--- config.mk ---
export PLATFORM = sky130hd
export DESIGN_NAME = fetch_stage_flat
export DESIGN_NICKNAME = d
export VERILOG_FILES = /design/src/rtl/fetch_stage_pkg.sv /design/src/rtl/fetch_stage_if.sv /design/src/rtl/fetch_stage_fd_reg.sv /design/src/rtl/fetch_stage.sv /design/src/flat_wrapper.sv
export SDC_FILE = /design/constraint.sdc
export NUM_CORES = 1
export LEC_CHECK = 0
export CORE_ASPECT_RATIO = 1.75
export CORE_UTILIZATION = 48
export DETAILED_ROUTE_END_ITERATION = 6
export PLACE_DENSITY = 0.84
export SKIP_CTS_REPAIR_TIMING = 1
export SLEW_MARGIN = 20
export SYNTH_ARGS = -nofsm -noshare
export SYNTH_HDL_FRONTEND = slang
export SYNTH_SLANG_ARGS = --single-unit
--- constraint.sdc ---
create_clock -name clock -period 3.4 [get_ports clock]
set_input_delay 0.68 -clock clock [delete_from_list [all_inputs] [get_ports clock]]
set_output_delay 0.68 -clock clock [all_outputs]
set_load 0.02 [all_outputs]
--- src/rtl/fetch_stage_pkg.sv ---
// Shared RV32I pipeline definitions: bubble instruction, major opcodes and
// the fetch FSM state encoding.
package rv_pkg;

  localparam logic [31:0] NOP_INST = 32'h0000_0013;

  localparam logic [4:0] OP_LOAD   = 5'b00000;
  localparam logic [4:0] OP_BRANCH = 5'b11000;
  localparam logic [4:0] OP_JAL    = 5'b11011;
  localparam logic [4:0] OP_JALR   = 5'b11001;

  typedef enum logic [1:0] {
    S_REQ  = 2'd0,
    S_WAIT = 2'd1,
    S_DROP = 2'd2
  } fetch_state_t;

endpackage

--- src/rtl/fetch_stage_if.sv ---
// Instruction memory valid/ready request channel plus response strobe.
// The fetch stage is the master; the memory is the slave.
interface fetch_stage_if;

  logic        imem_req_valid;
  logic [31:0] imem_req_addr;
  logic        imem_req_ready;
  logic        imem_rsp_valid;
  logic [31:0] imem_rsp_data;

  modport master (
    output imem_req_valid,
    output imem_req_addr,
    input  imem_req_ready,
    input  imem_rsp_valid,
    input  imem_rsp_data
  );

  modport slave (
    input  imem_req_valid,
    input  imem_req_addr,
    output imem_req_ready,
    output imem_rsp_valid,
    output imem_rsp_data
  );

endinterface

--- src/rtl/fetch_stage_fd_reg.sv ---
// Pipeline register between two stages with bubble/load/hold controls.
// Bubble beats load; with neither load nor hold the register bubbles.
module fd_reg
  import rv_pkg::*;
#(
  parameter logic [31:0] NOP = rv_pkg::NOP_INST
) (
  input  logic        clock,
  input  logic        reset,
  input  logic        hold,
  input  logic        bubble,
  input  logic        load,
  input  logic [31:0] next_inst,
  input  logic [31:0] next_pc,
  output logic [31:0] inst,
  output logic [31:0] pc,
  output logic        valid
);

  always_ff @(posedge clock) begin
    if (reset || bubble) begin
      inst  <= NOP;
      pc    <= 32'd0;
      valid <= 1'b0;
    end else if (load) begin
      inst  <= next_inst;
      pc    <= next_pc;
      valid <= 1'b1;
    end else if (!hold) begin
      inst  <= NOP;
      pc    <= 32'd0;
      valid <= 1'b0;
    end
  end

endmodule

--- src/rtl/fetch_stage.sv ---
// RV32I fetch stage: PC generation, single-outstanding instruction fetch,
// the F holding slot and the F/D pipeline register.
module fetch_stage #(
  parameter logic [31:0] RESET_PC = 32'h0100_0000,
  parameter logic [31:0] NOP_INST = rv_pkg::NOP_INST
) (
  input  logic         clock,
  input  logic         reset,
  input  logic         stall,
  input  logic         redirect_valid,
  input  logic [31:0]  redirect_pc,
  fetch_stage_if.master imem,
  output logic [31:0]  inst_f,
  output logic [31:0]  pc_f,
  output logic [31:0]  inst_d,
  output logic [31:0]  pc_d,
  output logic         valid_d
);

  import rv_pkg::*;

  fetch_state_t state;
  fetch_state_t state_next;
  logic [31:0]  pc;
  logic [31:0]  req_pc;
  logic         f_valid;
  logic         f_drain;
  logic         req_fire;
  logic         rsp_take;

  // Requests only go out when F is empty or emptying this cycle, so a
  // response can never collide with a held instruction.
  always_comb begin
    f_drain             = f_valid && !stall && !redirect_valid;
    imem.imem_req_valid = (state == S_REQ) && (!f_valid || f_drain) && !reset;
    imem.imem_req_addr  = pc;
    req_fire            = imem.imem_req_valid && imem.imem_req_ready;
    rsp_take            = (state == S_WAIT) && imem.imem_rsp_valid && !redirect_valid;
    state_next          = state;
    case (state)
      S_REQ: begin
        if (req_fire)
          state_next = redirect_valid ? S_DROP : S_WAIT;
      end
      S_WAIT: begin
        if (imem.imem_rsp_valid)
          state_next = S_REQ;
        else if (redirect_valid)
          state_next = S_DROP;
      end
      S_DROP: begin
        if (imem.imem_rsp_valid)
          state_next = S_REQ;
      end
      default: state_next = S_REQ;
    endcase
  end

  always_ff @(posedge clock) begin
    if (reset)
      state <= S_REQ;
    else
      state <= state_next;
  end

  // A redirect overrides both the sequential PC and any arriving response.
  always_ff @(posedge clock) begin
    if (reset) begin
      pc      <= RESET_PC;
      req_pc  <= RESET_PC;
      f_valid <= 1'b0;
      inst_f  <= NOP_INST;
      pc_f    <= 32'd0;
    end else begin
      if (req_fire)
        req_pc <= pc;
      if (redirect_valid)
        pc <= redirect_pc & ~32'd3;
      else if (req_fire)
        pc <= pc + 32'd4;
      if (redirect_valid) begin
        f_valid <= 1'b0;
        inst_f  <= NOP_INST;
      end else if (rsp_take) begin
        inst_f  <= imem.imem_rsp_data;
        pc_f    <= req_pc;
        f_valid <= 1'b1;
      end else if (!stall && f_valid) begin
        f_valid <= 1'b0;
        inst_f  <= NOP_INST;
      end
    end
  end

  fd_reg #(
    .NOP(NOP_INST)
  ) u_fd_reg (
    .clock     (clock),
    .reset     (reset),
    .hold      (1'b0),
    .bubble    (redirect_valid || stall),
    .load      (f_valid),
    .next_inst (inst_f),
    .next_pc   (pc_f),
    .inst      (inst_d),
    .pc        (pc_d),
    .valid     (valid_d)
  );

endmodule

--- src/flat_wrapper.sv ---
// flat-port wrapper written by rule: the top's interface ports become plain ports
module fetch_stage_flat import rv_pkg::*;
#(
  parameter logic [31:0] RESET_PC = 32'h0100_0000,
  parameter logic [31:0] NOP_INST = rv_pkg::NOP_INST
)
  (clock, reset, stall, redirect_valid, redirect_pc, inst_f, pc_f, inst_d, pc_d, valid_d, imem_imem_req_valid, imem_imem_req_addr, imem_imem_req_ready, imem_imem_rsp_valid, imem_imem_rsp_data);
  fetch_stage_if imem_i ();
  input  logic clock;
  input  logic reset;
  input  logic stall;
  input  logic redirect_valid;
  input  logic [31:0] redirect_pc;
  output logic [31:0] inst_f;
  output logic [31:0] pc_f;
  output logic [31:0] inst_d;
  output logic [31:0] pc_d;
  output logic valid_d;
  output wire logic [$bits(imem_i.imem_req_valid)-1:0] imem_imem_req_valid;
  output wire logic [$bits(imem_i.imem_req_addr)-1:0] imem_imem_req_addr;
  input wire logic [$bits(imem_i.imem_req_ready)-1:0] imem_imem_req_ready;
  input wire logic [$bits(imem_i.imem_rsp_valid)-1:0] imem_imem_rsp_valid;
  input wire logic [$bits(imem_i.imem_rsp_data)-1:0] imem_imem_rsp_data;
  assign imem_imem_req_valid = imem_i.imem_req_valid;
  assign imem_imem_req_addr = imem_i.imem_req_addr;
  assign imem_i.imem_req_ready = imem_imem_req_ready;
  assign imem_i.imem_rsp_valid = imem_imem_rsp_valid;
  assign imem_i.imem_rsp_data = imem_imem_rsp_data;
  fetch_stage #(.RESET_PC(RESET_PC), .NOP_INST(NOP_INST)) u_core (.clock(clock), .reset(reset), .stall(stall), .redirect_valid(redirect_valid), .redirect_pc(redirect_pc), .imem(imem_i), .inst_f(inst_f), .pc_f(pc_f), .inst_d(inst_d), .pc_d(pc_d), .valid_d(valid_d));
endmodule
* Word-level counts from Yosys, hierarchy flattened
Cells that the tools add are included.
** Cells by class
- $add $sub $neg :: 1
- Shift operators :: 0
- Multiplexer cells :: 13
- Bitwise operators :: 2
- $lt $le $gt $ge :: 0
- Divide/modulo/power cells :: 0
- Reduce and logical (&&, ||, !) cells :: 21
- Equal/unequal tests :: 5
- Multipliers :: 0
** Operators by type and width (count)
- two-way mux 32 bit :: 4
- adder 32 x 3 -> 32 bit, second input constant :: 1
- two-way mux 2 bit :: 5
- logical AND 1 bit :: 7
- case mux 2 bit (3 select lines) :: 1
- zero test 1 bit :: 4
- nonzero test 2 bit :: 2
- OR reduction 2 bit :: 2
- logical OR 1 bit :: 3
- two-way mux 1 bit :: 3
- inequality test 3 bit, second input constant :: 1
- AND reduction 3 bit :: 1
- equality test 2 x 1 -> 1 bit, second input constant :: 1
- equality test 2 bit, second input constant :: 1
- zero test 2 bit :: 1
- inequality test 2 x 1 -> 1 bit, second input constant :: 1
- inequality test 2 bit, second input constant :: 1
- NOT 1 bit :: 2
- AND reduction 2 bit :: 1
** Storage, ports and cells
- Bits in latches :: 0
- Input bits :: 70
- Bits in writable memories :: 0
- Bits in read-only memories :: 0
- Register bits :: 196
- Memories kept :: 0
- Output and inout port bits :: 162

* Longest topological paths before layout
- Depth in word-level cells :: 9
- Gate-level depth with buffers :: 8
- Depth with buffers taken out :: 6

* Cells and area by module
A second synthesis with hierarchy kept.
** Second synthesis, totals
- Cell total of the unflattened synthesis :: 933
- Area, all modules :: 7995.2 um2
** Modules (own cells, without submodules)
- fetch_stage :: cells an instance 644, sequential area each 2502.4 um2, area an instance 5201.2 um2, instances 1
- fd_reg :: cells an instance 289, sequential area each 1301.2 um2, area an instance 2793.9 um2, instances 1

* Least setup slack after synthesis
No wires, ideal clock.
- Path kind :: input to output
- Start :: input redirect_valid
- End :: output imem_imem_req_valid
- Slack :: 1.107 ns
- Stages :: 2
- Data arrival time :: 1.613 ns
- Path buffers :: 0
- Required time :: 2.720 ns
- Cells stage by stage :: o21ai_1 > nor4b_1
** On the way
- Word-level cells in the longest chain between the ends :: 5
** RTL lines
- start, declared :: RTL line flat_wrapper.sv:12 : input logic redirect_valid;
- zero test 1 bit :: RTL line fetch_stage.sv:34 : f_drain = f_valid && !stall && !redirect_valid;
- logical AND 1 bit :: RTL line fetch_stage.sv:34
- logical OR 1 bit :: RTL line fetch_stage.sv:35 : imem.imem_req_valid = (state == S_REQ) && (!f_valid || f_drain) && !reset;
- logical AND 1 bit (2 in a row) :: RTL line fetch_stage.sv:35
- end, declared :: RTL line flat_wrapper.sv:19 : output wire logic [$bits(imem_i.imem_req_valid)-1:0] imem_imem_req_valid;
Every way passes these cells.

* Worst setup path in the final report
- Start :: input stall
- End :: output imem_imem_req_valid
** On the way
- Word-level cells in the longest chain between the ends :: 6
** RTL lines
- start, declared :: RTL line flat_wrapper.sv:11 : input logic stall;
- zero test 1 bit :: RTL line fetch_stage.sv:34
- logical AND 1 bit (2 in a row) :: RTL line fetch_stage.sv:34
- logical OR 1 bit :: RTL line fetch_stage.sv:35
- logical AND 1 bit (2 in a row) :: RTL line fetch_stage.sv:35
Every way passes these cells.

==> flow_summary.toml <==
[die]
dieArea_sq_um = 14510
pin_count = 232
die_w_microns = 91.49
design.core.area_sq_um = 13520
die_h_microns = 158.6
fp-row-count = 56
initial_utilization = 0.4974

[setup_path]
cp_max_fo = 3
worstPathCellList = "clkdlybuf4s50_1, o21ai_1, nor4b_1, clkdlybuf4s50_1"
worstSetupEndpointType = "primary output"
cp.required_ns = 2.72
crit_buf_inv = 2
cp_top_family = "buffers and inverters"
cp_common_cell = "clkdlybuf4s50_1"
max_stage_delay_ns = 0.70
slowest_stage = "clkdlybuf4s50_1"
critPathLaunchType = "input pin"
timing.rr.start = "u_core.imem.imem_req_addr[2]"
arrival_ns = 2.52
critical_path.startpoint = "stall"
criticalPathCategory = "in2out"

[sta]
setup_violations = 0
fin_crit_sh = 0.9402
period_minus_slack_ns = 3.197
finalWorstSetupSlack_ns = 0.2033
fin_skew_ns = 0.008114
report.final.slew_viol_count = 0
relSlewSlack = 0.5083
rsz0062_at_grt = "false"
whs_ns = 0.4506
max_freq_mhz = 312.8
hold_viol_final = 0
setup_tns_ns = 0
tightest_slew_ns = 0.7376

[yosys]
synthMuxAreaShare = 0
postSynthAreaPerCell_sq_um = 9.017
synthCells = 746
ys_warn_count = 0
synth.distinct_cells = 45
synth_xor_area_frac = 0.03125
synth_area_sq_um = 6726
synthAdderAreaFrac = 0.001860
synth_compound_gate_area_share = 0.1250
synth-seq-area-share = 0.5595
ys_ff_latch = 188
synth-simple-area-share = 0.2431
synth_top_family_by_area = "simple AND/OR/NAND/NOR gates"

[power]
ir_worst_vdd_mv = 0.3179
p_leak_nw = 3.342
powerDensity_nw_per_um2 = 462.3

[global_route]
grt_pass1_vias = 5706
antenna_found_initial = 1
grt_overflow_total = 0
grt_max_degree = 76
grt_pass1_wl_mm = 28.42
grtUsageTotal = 0.2493

[placed_design]
gp_congestion = 0.9133
io_buffers = 223
post-place-ws_ns = 0.2808
dp_cells = 1109
hpwl_mm = 12.63

[route]
vias = 5962
routed_wl_mm = 17.84
ant_nets = 0
via_per_inst = 5.221
firstDrtPassIters = 4
routedWlPerCell_microns = 15.63
drcViolationCount = 0
drt_iter0_drc = 235

[cells_and_area]
fin_nets = 1025
drive_gt1_frac = 0.06722
num-fill-cells = 1068
fin_cells = 1142
area_growth_pct = 43.43

[clock_tree]
numCtsBuffers = 17
cts.sinks = 188
path_clk_slew_ns = 0.07
clk_latency_ns = 0.41
htree_levels = 4
cts_buffer_depth = 2
clock-root-buffer = "clkbuf_16"
cts_tree = "yes"

[outcome]
status = "finished, final reports clean"

[hold_path]
hold_start = "u_core.req_pc[17]"
hold_path.class = "reg2reg"

[job]
max_cap_viol_count = 0
## layout by cell type (no fill, tap or decap), types with 2 or more instances in the layout
cell type / netlist / layout
clkbuf_1: 40 / 2
or3_1: 9 / 9
clkdlybuf4s50_1: 0 / 222
or2_2: 2 / 2
nor2_4: 0 / 2
buf_4: 6 / 18
inv_1: 3 / 3
and3_1: 4 / 4
clkinv_4: 0 / 4
nand2b_1: 2 / 2
xnor2_1: 14 / 14
o21ai_0: 5 / 5
clkinvlp_4: 0 / 3
nand3_1: 12 / 12
nor4_1: 4 / 4
a22oi_1: 29 / 29
inv_8: 0 / 2
conb_1: 1 / 6
nor3_1: 6 / 6
a21oi_1: 68 / 68
clkbuf_16: 0 / 17
nor4_2: 6 / 6
nand2_1: 147 / 147
nor2_1: 56 / 54
a31oi_1: 2 / 2
o22ai_1: 8 / 8
dfxtp_1: 188 / 188
and2_1: 65 / 64
inv_6: 0 / 3
xor2_1: 10 / 10
a211oi_1: 15 / 15
nand4_1: 12 / 12
a311oi_1: 4 / 4
## flip-flops by register name, summed over array words and instances, names as in the netlist
register / cells
u_core.pc_f: 30
u_core.u_fd_reg.inst: 32
u_core.req_pc: 30
u_core.u_fd_reg.pc: 30
u_core.inst_f: 32
u_core.u_fd_reg.valid: 1
u_core.state: 2
u_core.f_valid: 1
u_core.imem.imem_req_addr: 30
## synthesized netlist by cell type, drive strengths merged
library cell | n | share of area
nor2 | 56 | 0.031
dfxtp | 188 | 0.56
o21ai | 6 | 0.0045
o21ba | 1 | 0.0015
nand2b | 2 | 0.0019
a211oi | 15 | 0.017
nand3b | 1 | 0.0011
or4 | 2 | 0.0028
xor2 | 10 | 0.013
nor4 | 10 | 0.015
a22oi | 29 | 0.032
xnor2 | 14 | 0.018
or2 | 3 | 0.0028
a311oi | 4 | 0.0052
o31a | 1 | 0.0013
o211ai | 1 | 0.0011
and3 | 4 | 0.0037
nor3 | 6 | 0.0045
nor3b | 1 | 0.0011
o22ai | 8 | 0.0074
o21bai | 1 | 0.0011
conb | 1 | 0.00056
nor4b | 2 | 0.0035
ha | 1 | 0.0019
buf | 17 | 0.015
and2 | 65 | 0.060
or3 | 9 | 0.0084
a21oi | 68 | 0.051
and4 | 2 | 0.0028
nand2 | 147 | 0.082
nand4 | 13 | 0.013
clkbuf | 40 | 0.022
a31oi | 2 | 0.0019
inv | 3 | 0.0017
nand3 | 12 | 0.0089
a211o | 1 | 0.0013
## cells by family (layout without fill, tap and decap cells)
kind of cell,after synthesis,count (layout)
other,1,7
adder cells (fa/ha/maj),1,1
buffers and inverters,60,276
flip-flops,188,188
AND/OR/NAND/NOR,335,335
XOR/XNOR,24,24
AO/OA/AOI/OAI,137,137
## worst register-to-register path, stage by stage (launching register included)
cell and delay, ns:
dfxtp_1 0.48, ha_1 0.29, nand3_1 0.11, or2_1 0.42
nor4_2 0.36, xnor2_1 0.13, a211oi_1 0.24
## report_power, final
| group | internal [W] | switching (W) |
|---|---|---|
| clock | 0.000978 | 0.000860 |
| combinational | 0.000164 | 0.000165 |
| sequential | 0.00224 | 0.0000538 |
| total | 0.00338 | 0.00108 |
## stage by stage
stage / instance area (sq um) / utilization / power (W)
2_1_floorplan: 6745 / - / 0.002494
3_3_place_gp: 9091 / 0.6723 / 0.002665
3_5_place_dp: 9091 / 0.6723 / 0.002668
4_1_cts: 9644 / 0.7132 / 0.004498
5_1_grt: 9648 / 0.7135 / 0.004615
6_report: 9648 / 0.7135 / 0.004461
## worst paths after layout
| kind | to | slack (ns) | cells after the start |
|---|---|---|---|
| max | imem_imem_req_valid | 0.20 | 4 |
| min | u_core.pc_f[17] | 0.45 | 2 |
| max reg2reg | u_core.imem.imem_req_addr[26] | 1.29 | 6 |
| min reg2reg | u_core.pc_f[17] | 0.45 | 2 |
## cell type report
type | instances | area, sq um | share of cell area
antenna | 1 | 2.502 | 0.0002594
clock buffer | 20 | 446.7 | 0.04630
clock inverter | 12 | 106.4 | 0.01102
inverter | 3 | 11.26 | 0.001167
multi-input combinational | 503 | 2738 | 0.2838
sequential | 188 | 3764 | 0.3901
tap | 174 | 217.7 | 0.02257
timing repair buffer | 241 | 2362 | 0.2448
## layer usage
metal,wire length [microns],part of all wire,global-route usage,vias to the layer above
met5,0,0,0,-
met3,929,0.052,0.05205,51
met1,6605,0.37,0.2554,2755
li1,-,-,-,2920
met2,9543,0.53,0.4612,236
met4,766,0.043,0.1512,0
Power figures use the tool's default switching activity.
